==> config.mk <==
export PLATFORM = sky130hd
export DESIGN_NAME = display_scan
export DESIGN_NICKNAME = d
export VERILOG_FILES = /design/src/rtl/calc_pkg.sv /design/src/rtl/scan_tick.sv /design/src/rtl/display_scan.sv
export SDC_FILE = /design/constraint.sdc
export NUM_CORES = 1
export LEC_CHECK = 0
export BUFFER_PORTS_ARGS = -buffer_cell sky130_fd_sc_hd__buf_4
export CORE_MARGIN = 2
export CORE_UTILIZATION = 51
export DETAILED_ROUTE_END_ITERATION = 8
export GPL_TIMING_DRIVEN = 0
export PLACE_DENSITY = 0.83
export REMOVE_ABC_BUFFERS = 1
export SYNTH_ARGS = -nofsm -noshare
export SYNTH_HDL_FRONTEND = slang
export SYNTH_SLANG_ARGS = --single-unit
export TNS_END_PERCENT = 30
==> constraint.sdc <==
create_clock -name clock -period 2.11 [get_ports clock]
set_input_delay 0 -clock clock [delete_from_list [all_inputs] [get_ports clock]]
set_output_delay 0 -clock clock [all_outputs]
set_load 0.05 [all_outputs]
==> src/rtl/calc_pkg.sv <==
// Shared calculator constants: digit count, segment width, status codes.
// Also holds the segment polarity helper used by the display scanner.
package calc_pkg;

   localparam int NUM_DIGITS = 8;
   localparam int SEG_W      = 7;

   typedef enum logic [1:0] {
      STATUS_IDLE = 2'b00,
      STATUS_BUSY = 2'b01,
      STATUS_ERR  = 2'b10,
      STATUS_OVF  = 2'b11
   } status_e;

   // Pattern with every segment dark, in lit-high terms.
   localparam logic [SEG_W-1:0] SEG_OFF = '0;

   function automatic logic [SEG_W-1:0] seg_drive(
      input logic [SEG_W-1:0] pat,
      input bit               act_low
   );
      return act_low ? ~pat : pat;
   endfunction

endpackage

==> src/rtl/scan_tick.sv <==
// Modulo-DIV tick counter: counts enabled cycles, ticks on the last one.
// Ports: clock, reset (sync, active-low), en, clr, tick, cnt_nxt (next count).
module scan_tick #(
   parameter int DIV = 4,
   parameter int W   = (DIV > 1) ? $clog2(DIV) : 1
) (
   input  logic         clock,
   input  logic         reset,
   input  logic         en,
   input  logic         clr,
   output logic         tick,
   output logic [W-1:0] cnt_nxt
);

   logic [W-1:0] cnt_q;
   logic [W-1:0] cnt_d;

   assign tick = en && (cnt_q == W'(DIV - 1));

   always_comb begin
      cnt_d = cnt_q;
      if (clr || tick) begin
         cnt_d = '0;
      end else if (en) begin
         cnt_d = cnt_q + W'(1);
      end
   end

   // Next value is exported so callers can register outputs in step with it.
   assign cnt_nxt = cnt_d;

   always_ff @(posedge clock) begin
      if (!reset) begin
         cnt_q <= '0;
      end else begin
         cnt_q <= cnt_d;
      end
   end

endmodule

==> src/rtl/display_scan.sv <==
// Multiplexed 8-digit 7-segment scanner with per-slot anti-ghost blanking.
// Ports: clock, reset (sync, active-low), displays[8][7], status[2],
//   seg[7] (registered), an[8] (active-low one-hot, registered), digit_idx[3].
// Optional blink on STATUS_ERR when DISPLAY_SCAN_BLINK_EN is defined.
module display_scan
   import calc_pkg::*;
#(
   parameter int SCAN_DIV       = 50000,
   parameter int BLANK_CYCLES   = 16,
   parameter int BLINK_SLOTS    = 4096,
   parameter bit SEG_ACTIVE_LOW = 1'b1
) (
   input  logic                             clock,
   input  logic                             reset,
   input  logic [NUM_DIGITS-1:0][SEG_W-1:0] displays,
   input  logic [1:0]                       status,
   output logic [SEG_W-1:0]                 seg,
   output logic [NUM_DIGITS-1:0]            an,
   output logic [2:0]                       digit_idx
);

   localparam int PW = (SCAN_DIV > 1) ? $clog2(SCAN_DIV) : 1;
   localparam logic [PW-1:0] BLANK_V = PW'(BLANK_CYCLES);

   logic          slot_tick;
   logic [PW-1:0] pre_nxt;
   logic          hide_d;

   logic [2:0]            idx_q,  idx_d;
   logic [SEG_W-1:0]      hold_q, hold_d;
   logic [SEG_W-1:0]      seg_q,  seg_d;
   logic [NUM_DIGITS-1:0] an_q,   an_d;

   scan_tick #(
      .DIV (SCAN_DIV),
      .W   (PW)
   ) u_slot (
      .clock   (clock),
      .reset   (reset),
      .en      (1'b1),
      .clr     (1'b0),
      .tick    (slot_tick),
      .cnt_nxt (pre_nxt)
   );

`ifdef DISPLAY_SCAN_BLINK_EN
   localparam int BW = (BLINK_SLOTS > 1) ? $clog2(BLINK_SLOTS) : 1;

   logic          is_err;
   logic          blink_tick;
   logic          hid_q, hid_d;
   logic [BW-1:0] unused_bcnt;

   assign is_err = (status == STATUS_ERR);

   // Leaving the error state clears both the counter and the phase.
   scan_tick #(
      .DIV (BLINK_SLOTS),
      .W   (BW)
   ) u_blink (
      .clock   (clock),
      .reset   (reset),
      .en      (slot_tick & is_err),
      .clr     (!is_err),
      .tick    (blink_tick),
      .cnt_nxt (unused_bcnt)
   );

   always_comb begin
      hid_d = 1'b0;
      if (is_err) begin
         hid_d = hid_q ^ blink_tick;
      end
   end

   always_ff @(posedge clock) begin
      if (!reset) begin
         hid_q <= 1'b0;
      end else begin
         hid_q <= hid_d;
      end
   end

   assign hide_d = hid_d;
`else
   localparam int unused_blink_slots = BLINK_SLOTS;
   logic unused_status;
   assign unused_status = ^status;
   assign hide_d = 1'b0;
`endif

   // Outputs are registered from next-state values so seg, an and
   // digit_idx all move on the edge that ends the slot tick.
   always_comb begin
      idx_d  = idx_q;
      hold_d = hold_q;
      if (slot_tick) begin
         idx_d  = idx_q + 3'd1;
         hold_d = displays[idx_d];
      end
      seg_d = seg_drive(hold_d, SEG_ACTIVE_LOW);
      an_d  = '1;
      if (!((pre_nxt < BLANK_V) || hide_d)) begin
         an_d[idx_d] = 1'b0;
      end
   end

   always_ff @(posedge clock) begin
      if (!reset) begin
         idx_q  <= '0;
         hold_q <= displays[0];
         seg_q  <= seg_drive(SEG_OFF, SEG_ACTIVE_LOW);
         an_q   <= '1;
      end else begin
         idx_q  <= idx_d;
         hold_q <= hold_d;
         seg_q  <= seg_d;
         an_q   <= an_d;
      end
   end

   assign seg       = seg_q;
   assign an        = an_q;
   assign digit_idx = idx_q;

endmodule

==> Yosys cells after proc, flatten, opt, wreduce, memory -nomap -nowiden <==
Cells that the tools add are included.
{ "totals": {"output_inout_bits": 18, "register_bits": 41, "input_bits": 60, "wordCells": 25} }
{ "op_classes": {"bitwise_logic": 3, "n_mux": 8, "n_reduce_logical": 2, "n_addsub": 2, "n_lt_le_gt_ge": 4, "n_eq_ne": 1} }
{ "ops": {"columns": ["op", "count"], "rows": [
  ["7-bit binary-select mux with 3-bit select", 1],
  ["7-bit 2-to-1 mux", 3],
  ["16-bit by 1-bit adder with 16-bit output, second input constant", 1],
  ["16-bit == test, second input constant", 1],
  ["16-bit by 5-bit less-than comparator with 1-bit output, second input constant", 1],
  ["16-bit 2-to-1 mux", 1],
  ["3-bit by 4-bit less-than comparator with 1-bit output, second input constant", 2],
  ["8-bit inverter", 1],
  ["7-bit inverter", 1],
  ["3-bit by 1-bit adder with 3-bit output, second input constant", 1],
  ["1-bit demux with 3-bit select", 1],
  ["3-bit by 1-bit >= comparator with 1-bit output, second input constant", 1],
  ["3-bit 2-to-1 mux", 1],
  ["2-bit OR reduction", 1],
  ["1-bit logical AND", 1],
  ["1-bit 2-to-1 mux", 1],
  ["1-bit inverter", 1]
]} }

==> Depth between registers and ports, before layout <==
Gate-level depths: netlist (run 1).
{ "depth": {"ltp_word": 7, "ltp_mapped": 8} }

==> By module <==
A second synthesis (run 1) with hierarchy kept.
{ "unflattened": {"hier_cells": 222, "hier_area_um2": 2258.4} }
{ "modules_own_cells": {"columns": ["module", "n_inst", "area_per_inst_um2", "cells_each", "seq_area_each_um2"], "rows": [
  ["display_scan", 1, 1376.3, 120, 500.5],
  ["scan_tick", 1, 882.1, 102, 320.3]
]} }

==> Least setup slack after synthesis (run 1) <==
Ideal clock, no wire load.
{ "synth_path": {"kind": "register to register", "start": "reg idx_q[0], in the netlist digit_idx[0]", "end": "reg hold_q[1]", "stages_incl_launch_ff": 8, "synth_period_minus_slack_ps": 2216, "path_slack_ps": -106, "required_ps": 1982, "n_path_buf": 2, "arrival_time_ps": 2088, "path_cell_list": "dfxtp_1 > buf_4 > buf_2 > mux4_2 > mux2i_1 > nand3_1 > o211ai_2 > o21ai_0"} }
{ "synth_between": {"elab_chain_cells": 5} }
{ "synth_lines": {"columns": ["element", "line", "text"], "rows": [
  ["from (decl)", "display_scan.sv:29", "logic [2:0] idx_q, idx_d;"],
  ["from (signal assigned)", "display_scan.sv:115", "idx_q <= idx_d;"],
  ["3-bit by 1-bit adder with 3-bit output", "display_scan.sv:98", "idx_d = idx_q + 3'd1;"],
  ["7-bit binary-select mux with 3-bit select", "display_scan.sv:99", "hold_d = displays[idx_d];"],
  ["7-bit 2-to-1 mux (not written as such)", "display_scan.sv:99", null],
  ["7-bit 2-to-1 mux", "display_scan.sv:97", "if (slot_tick) begin"],
  ["7-bit 2-to-1 mux", "display_scan.sv:109", "if (!reset) begin"],
  ["to (signal assigned)", "display_scan.sv:111", "hold_q <= displays[0];"],
  ["to (signal assigned)", "display_scan.sv:116", "hold_q <= hold_d;"],
  ["to (decl)", "display_scan.sv:30", "logic [SEG_W-1:0] hold_q, hold_d;"]
]} }
No other way between the ends. The select of a mux whose other input is x is not followed.
A chain may end at the register's enable or synchronous reset.

==> Worst setup path in the final report (run 1) <==
{ "layout_path": {"start": "reg u_slot.cnt_q[7]", "end": "reg u_slot.cnt_q[12]"} }
{ "layout_between": {"elab_chain_cells": 2, "elab_cells_between_ends": 3, "classes_between": "add/sub: 1; eq/ne: 1; mux: 1"} }
{ "layout_lines": {"columns": ["element", "line", "text"], "rows": [
  ["from (decl)", "scan_tick.sv:15", "logic [W-1:0] cnt_q;"],
  ["from (signal assigned)", "scan_tick.sv:36", "cnt_q <= cnt_d;"],
  ["16-bit by 1-bit adder with 16-bit output or 16-bit == test (tied branches)", "scan_tick.sv:25, scan_tick.sv:18", null],
  ["16-bit 2-to-1 mux *", "scan_tick.sv:22", "if (clr || tick) begin"]
]} }
Every way passes the cells marked *; elsewhere a longest branch is shown, timed or not.

==> results of run 1 <==
[what timing repair did]
action / 4_1_cts / 5_1_grt
setup endpoints to repair: 39 / 23
pin swaps: 1 / 2
buffers inserted: 2 / 2
cloned: 0 / 0
hold buffers: 7 / 0
resized for setup: 5 / 9
hold endpoints to repair: 7 / 0
[worst paths after layout]
path | from | endpoint
worst min register to register | hold_q[1]$_DFF_P_ | seg[1]$_SDFF_PN1_
worst min-delay path | reset | seg[1]$_SDFF_PN1_
worst max register to register | u_slot.cnt_q[7]$_SDFF_PN0_ | u_slot.cnt_q[12]$_SDFF_PN0_
worst max-delay path | u_slot.cnt_q[7]$_SDFF_PN0_ | u_slot.cnt_q[12]$_SDFF_PN0_
[kinds of logic after synthesis]
| logic type | Yosys count | synth area share (%) |
|---|---|---|
| AOI/OAI and AO/OA | 33 | 11.24 |
| and+or+nand+nor | 90 | 23.90 |
| buffers and inverters | 25 | 5.830 |
| muxes | 22 | 16.60 |
| DFF | 41 | 34.45 |
| xor gates and xnor gates | 18 | 6.933 |
| adders and majority gates | 2 | 1.050 |
[final cells by class]
| type | instances | share of cell area [%] |
|---|---|---|
| inverters | 9 | 1.063 |
| well taps | 52 | 2.046 |
| clock buffers | 5 | 2.165 |
| multi-input cells | 165 | 46.99 |
| repair buffers | 86 | 21.25 |
| clock inverters | 3 | 0.5510 |
| flip-flops and latches | 41 | 25.93 |
[metal layers]
metal  up-vias  wire length, microns  global-route usage [%]
met1       940                  2134                   23.79
met5         -                     0                       0
met2        80                  2762                   37.82
met4         0                    70                   7.128
met3         8                   360                   5.278
li1        997                     -                       -
[sequential cells by signal, summed over array words and instances (netlist names)]
name / flops
an: 8
digit_idx: 3
hold_q: 7
seg: 7
u_slot.cnt_q: 16
[power by group]
group	leakage, uW	total, uW	internal, uW	switching, uW
combinational	0.000893	205	122	82.3
sequential	0.000336	815	798	16.5
clock	0.0000439	494	228	266
[through the flow]
step	TNS [ns]	utilization, %
floorplan	-7.188	-
global placement	-12.80	65.82
detailed placement	-14.53	65.82
CTS	-0.07878	70.01
global route	-0.01297	72.02
finish	0	72.02
[cells in the final DEF, fill, tap and decap left out, drive strengths merged]
cell / instances
buf: 79
dfxtp: 41
nor2: 19
o21ai: 19
mux4: 14
xnor2: 14
nand3: 14
nor3: 10
nand2: 10
inv: 9
mux2i: 8
o211ai: 7
dlygate4sd3: 7
nand4: 6
clkbuf: 5
and2: 5
and4: 4
and4b: 4
xor2: 4
or2: 3
and3: 3
nor4: 3
a21boi: 2
nor3b: 2
nor4bb: 2
nor2b: 2
clkinv: 2
ha: 2
or3: 1
a22o: 1
o21a: 1
or4: 1
a2bb2oi: 1
a31oi: 1
o22ai: 1
nor4b: 1
clkinvlp: 1
==> metrics, run 1 <==
status finished, final reports clean; hold slack 0.04574 ns; sequential area share after synthesis 34.45%; top cell type's share of synthesized area 34.45%; PortBufs 75; Max Cap Violations 0; filler instances 312; total gr overflow 0; reg2reg path depth 6; DRT Pass-1 Iters 4; clock-pin slew on the worst setup and hold paths 0.08 ns; CP max stage delay 0.44 ns; WS Path Type flop to flop; dpl hpwl 3756 microns; top cell type by total area after synthesis dfxtp_1; via count 2025; final RePlAce weighted congestion 0.8739; DRC Markers 0; share of layout cells above drive strength 1 42.39%; CP cell instances or3_4 > nor4_4 > buf_4 > nand2_2 > nand2_2 > nor2_1; initial core utilization 53.97%; number of synthesized flops with an enable pin 0; highest-delay cell along the critical path or3_4; CTS tree yes; Setup violations, final 0; DP Cell Count 342; Synth Flop Type dfxtp_1; WP data arrival 2.14 ns; Bufs and invs on worst path 1; crit-path leading delay family simple AND/OR/NAND/NOR gates; core area 4414 sq um; hold path cells 2; initial antenna violation count 0; Num CTS Buffers 5; DRT antenna net count 0; fin cells 361; Syn Inst Count 231; std cell rows 24; most frequent cells after synthesis 41 x dfxtp_1, 19 x nor2_1, 14 x mux4_2, 14 x xnor2_1, 13 x nand3_1; synthesized area 2382 sq um; Synth area leaders dfxtp_1 34%, mux4_2 13%, xnor2_1 5.1%; nets 370; min-delay worst type input pin to flop; CP Launch Type flop; first-pass GRT wire length 8480 microns; WP depth 6; largest net degree at the start of global routing 31; clk sinks 41; H-tree Lvls 2; VDD IR max 404.1 uV; CP Max Fanout 12; crit path time final 1.962 ns; Max Clock Skew 0.008260 ns; post-synthesis cell type count 44; Final Worst Setup Slack 0.1481 ns; Root Driver clkbuf_8; Max Freq 509.7 MHz; Final Hold Viols 0; Max-slew headroom 72.73%; die width 72.35 microns; register area 824.5 sq um; asr flop ratio synth 0%; Post-Syn Area per Cell 10.31 sq um; CP endpoint kind flop; Yosys warning total 0; Final Instance Area 3179 sq um; Multi-input gate area 1494 sq um; vias in the first global route 1845; reg2reg setup slack 0.15 ns; cell mode on critical path nand2_2; static leakage 0.001273 uW; dpl ws -0.7161 ns; Die Y 72.35 microns; Worst EP required 2.29 ns; Area after DPL 2905 sq um; Yosys reg bits 41; Total GRT Usage 20.90%; clock latency on the worst-skew pair 0.29 ns; # diodes 0; worst slew pin tran 0.4084 ns; Total Wirelength 5328 microns; # IOs 78; count leader, synth dfxtp_1; DIE AREA 5234 sq um; clk buf depth 2; Via density 5.609; detailed-route wire length per cell 14.76 microns; PD cells 476.0 nW/um^2; max-slew violations 0; Final period util 92.98%; Syn-to-layout area delta 33.46%; initial drt markers 71; Pwr Total 1513 uW
Note: power is estimated with default switching activity, not from simulation.
==> run 2, diff against run 1 <==
GPL_TIMING_DRIVEN = 1   (was 0)
PLACE_DENSITY = 0.8   (was 0.83)
==> metrics, run 2 (synthesis results as in run 1) <==
Max-slew headroom 58.52%; vias in the first global route 1988; clk buf depth 2; Net Sw Frac 23.80%; Pwr Total 1557 uW; filler instances 327; static leakage 0.001292 uW; Biggest register u_slot.cnt_q; initial core utilization 53.97%; status finished, final reports clean; Root Driver clkbuf_8; initial antenna violation count 0; final RePlAce weighted congestion 0.9021; worst slew pin tran 0.6216 ns; CP Launch Type flop; Die Y 72.35 microns; Final Hold Viols 0; Max Clock Skew 0.007083 ns; initial drt markers 110; Final period util 91.53%; total gr overflow 0; CP Max Fanout 8; Logic pwr share 13.2%; DRT Pass-1 Iters 4; Max Freq 517.8 MHz; die width 72.35 microns; detailed-route wire length per cell 14.87 microns; clock latency on the worst-skew pair 0.29 ns; Total Wirelength 5515 microns; CP endpoint kind flop; core area 4414 sq um; std cell rows 24; Total GRT Usage 22.25%; crit path time final 1.931 ns; fin cells 371; # diodes 0; DP Cell Count 356; Final Instance Area 3194 sq um; min-delay worst type input pin to flop; clock-pin slew on the worst setup and hold paths 0.08 ns; Setup violations, final 0; DIE AREA 5234 sq um; Max Cap Violations 0; first-pass GRT wire length 8935 microns; PD cells 487.5 nW/um^2; via count 2071; WP data arrival 2.11 ns; unrepaired setup endpoints after global routing no; power share of the clock group 34.5%; Via density 5.582; Area after DPL 3023 sq um; PortBufs 75; WS Path Type flop to flop; Num CTS Buffers 5; most frequent cells in the layout 88 x buf_4, 41 x dfxtp_1, 19 x nor2_1, 14 x mux4_2, 14 x xnor2_1; Worst EP required 2.29 ns; nets 380; CTS tree yes; clk sinks 41; DRC Markers 0; most common cell after layout, fill and taps aside buf_4; dpl hpwl 4081 microns; H-tree Lvls 2; cell-internal power 1187 uW; DRT antenna net count 0; Syn-to-layout area delta 34.09%; max-slew violations 0; Setup Fix Bufs, Post-CTS 0; switching pwr 370.6 uW; VDD IR max 262.5 uV; share of layout cells above drive strength 1 42.32%; max reg flops 16; sequential power share 52.3%; largest net degree at the start of global routing 31; # IOs 78
[run 2: cell types whose count changed in the layout (fill, tap and decap cells not counted), sizes merged]
| cell | before | now |
|---|---|---|
| clkinvlp | 1 | 0 |
| clkbuf | 5 | 6 |
| buf | 79 | 89 |
[run 2: per-layer routing]
layer  vias up  share of wire [%]  GRT usage, %  wire, microns
li1       1018                  -             -              -
met2        85                 51         38.53           2827
met5         -                  0             0              0
met4         0                2.6         9.644            146
met3        12                6.6         6.250            363
met1       956                 39         25.57           2178
[run 2: critical path, cell delays in order (launching register included)]
cell and delay (ns):
dfxtp_1 0.42, ha_1 0.25, nand4_2 0.16, buf_4 0.19, nor3_1 0.16, and4b_1 0.22
o22ai_2 0.31, o21ai_1 0.10
[run 2: cell type report]
type / count / area (sq um) / share of cell area, %
multi-input combinational: 165 / 1428 / 44.69
sequential: 41 / 820.8 / 25.70
timing repair buffer: 96 / 750.7 / 23.50
clock buffer: 6 / 82.58 / 2.585
tap: 52 / 65.06 / 2.037
inverter: 9 / 33.78 / 1.058
clock inverter: 2 / 13.76 / 0.4309
[run 2: power groups by stage]
stage	logic, uW	clock network [uW]	registers, uW
2_1_floorplan	51.2	0	862
3_3_place_gp	192	0	831
3_5_place_dp	195	0	833
4_1_cts	206	548	814
5_1_grt	220	572	817
6_report	205	537	815
[run 2: final timing paths]
path	startpoint	end	slack (ns)	depth (start not counted)
max	u_slot.cnt_q[0]$_SDFF_PP0_	an[7]$_SDFF_PP1_	0.18	7
min	reset	seg[1]$_SDFF_PN1_	0.05	2
min reg2reg	hold_q[1]$_DFF_P_	seg[1]$_SDFF_PN1_	0.47	1
max reg2reg	u_slot.cnt_q[0]$_SDFF_PP0_	an[7]$_SDFF_PP1_	0.18	7
[run 2: timing repair]
item | 4_1_cts | 5_1_grt
resized for setup | 0 | 1
setup endpoints to repair | 0 | 4
hold endpoints to repair | 7 | 0
hold buffers | 7 | 0
[run 2: metrics by stage]
stage                     util [%]  TNS [ns]  hold slack (ns)  worst slack (ns)
after floorplan                  -    -7.188          0.07352           -0.5810
after global placement       68.48         0           0.2415            0.2248
final                        72.36         0          0.05249            0.1787
after CTS                    72.25         0          0.04836            0.1284
after detailed placement     68.48         0           0.2570            0.1459
after global routing         72.36         0          0.05794           0.01791
==> run 3, diff against run 2 <==
--- a/config.mk
+++ b/config.mk
@@ -12,2 +12,3 @@
 export GPL_TIMING_DRIVEN = 1
+export HOLD_SLACK_MARGIN = 0.1
 export PLACE_DENSITY = 0.8
==> constraint.sdc (replaced) <==
create_clock -name clock -period 2.11 [get_ports clock]
set_input_delay 0.1055 -clock clock [delete_from_list [all_inputs] [get_ports clock]]
set_output_delay 0.1055 -clock clock [all_outputs]
set_load 0.05 [all_outputs]
==> metrics, run 3 (synthesis results as in run 1) <==
Final Worst Setup Slack 0.1815 ns; Area after DPL 3023 sq um; max-slew violations 0; H-tree Lvls 2; initial antenna violation count 0; crit-path leading delay family simple AND/OR/NAND/NOR gates; DRT antenna net count 0; Max Freq 518.5 MHz; WS Path Type flop to flop; detailed-route wire length per cell 14.48 microns; clk sinks 41; most common cell after layout, fill and taps aside buf_4; CP Max Fanout 8; Num CTS Buffers 5; Final Instance Area 3227 sq um; std cell rows 24; PD cells 519.9 nW/um^2; largest net degree at the start of global routing 31; initial drt markers 113; max reg flops 16; CP Launch Type flop; WP data arrival 2.16 ns; core area 4414 sq um; share of layout cells above drive strength 1 42.63%; DIE AREA 5234 sq um; Root Driver clkbuf_8; PortBufs 75; CP endpoint kind flop; total gr overflow 0; Worst EP required 2.34 ns; Biggest register u_slot.cnt_q; most frequent cells in the layout 88 x buf_4, 40 x dfxtp_1, 19 x nor2_1, 14 x mux4_2, 14 x xnor2_1; clock latency on the worst-skew pair 0.30 ns; crit path time final 1.929 ns; Max-slew headroom 61.17%; Total GRT Usage 22.25%; Setup Fix Bufs, Post-CTS 0; min-delay worst type input pin to flop; first-pass GRT wire length 8949 microns; final RePlAce weighted congestion 0.8722; CTS tree yes; Setup violations, final 0; clk buf depth 2; Max Cap Violations 0; Max Clock Skew 0.005967 ns; dpl hpwl 4095 microns; dpl ws 0.1713 ns; Total Wirelength 5371 microns; via count 2019; nets 380; Final Hold Viols 0; die width 72.35 microns; CP max stage delay 0.49 ns; initial core utilization 53.97%; worst slew pin tran 0.5819 ns; Syn-to-layout area delta 35.45%; highest-delay cell along the critical path dfxtp_1; status finished, final reports clean; DRC Markers 0; clock-pin slew on the worst setup and hold paths 0.08 ns; # diodes 0; Bufs and invs on worst path 1; Final period util 91.40%; Via density 5.442; setup TNS 0 ns; CP cell instances nand4_1 > buf_4 > o21ai_0 > nor4bb_1 > o22ai_4 > o21ai_1; Pwr Total 1678 uW; # IOs 78; fin util 73.10%; vias in the first global route 1973; Die Y 72.35 microns; DRT Pass-1 Iters 4; static leakage 0.001295 uW; VDD IR max 289.7 uV
==> run 3: cell count changes in the layout (fill, tap and decap cells not counted) <==
| cell | before | now |
|---|---|---|
| bufinv_16 | 0 | 1 |
| clkinv_2 | 1 | 0 |
| clkinv_4 | 1 | 0 |
| clkinvlp_4 | 0 | 1 |
| dfxtp_1 | 41 | 40 |
| dfxtp_2 | 0 | 1 |
| o22ai_2 | 1 | 0 |
| o22ai_4 | 0 | 1 |
==> run 3: worst register-to-register path, stage by stage, from the launching register on <==
cell      delay, ns
dfxtp_1        0.49
nand4_1        0.23
buf_4          0.21
o21ai_0        0.12
nor4bb_1       0.46
o22ai_4        0.20
o21ai_1        0.16
==> run 3: layout make-up <==
type                            instances  area (sq um)
Timing Repair Buffer                   96         750.7
Inverter                                9         33.78
Clock inverter                          2         37.54
Fill cell                             310          1187
Multi-Input combinational cell        165          1435
Clock buffer                            6         82.58
Sequential cell                        41         822.0
Tap cell                               52         65.06
==> run 3: metal layers <==
metal | global-route usage (%) | vias up | wire length [microns]
met4 | 7.128 | 0 | 90
met5 | 0 | - | 0
met3 | 6.528 | 7 | 384
met2 | 38.84 | 73 | 2779
li1 | - | 1020 | -
met1 | 26.17 | 919 | 2116
==> run 3: final timing paths <==
kind	slack [ns]	startpoint	cells after the start	endpoint
setup / recovery	0.18	u_slot.cnt_q[8]$_SDFF_PN0_	6	an[1]$_SDFF_PP1_
setup reg to reg	0.18	u_slot.cnt_q[8]$_SDFF_PN0_	6	an[1]$_SDFF_PP1_
hold / removal	0.16	reset	2	seg[1]$_SDFF_PN1_
hold reg to reg	0.46	hold_q[2]$_DFF_P_	1	seg[2]$_SDFF_PN1_
==> run 3: where the power goes <==
| part | internal (uW) | switching, uW | leakage [uW] |
|---|---|---|---|
| Sequential | 800 | 15.3 | 0.000336 |
| Combinational | 122 | 83.0 | 0.000902 |
| Clock | 384 | 273 | 0.0000574 |
==> run 3: stage by stage <==
stage	hold WS [ns]	cells
after floorplan	0.1790	215
after global placement	0.3467	356
after detailed placement	0.3510	356
after CTS	0.1508	371
after global routing	0.1611	371
final	0.1623	371
==> run 3: repair_timing <==
| action | in CTS | in global routing |
|---|---|---|
| gates resized for setup | 0 | 3 |
| setup endpoints to repair | 0 | 9 |
| endpoints found under the hold margin | 7 | 0 |
| hold buffers | 7 | 0 |
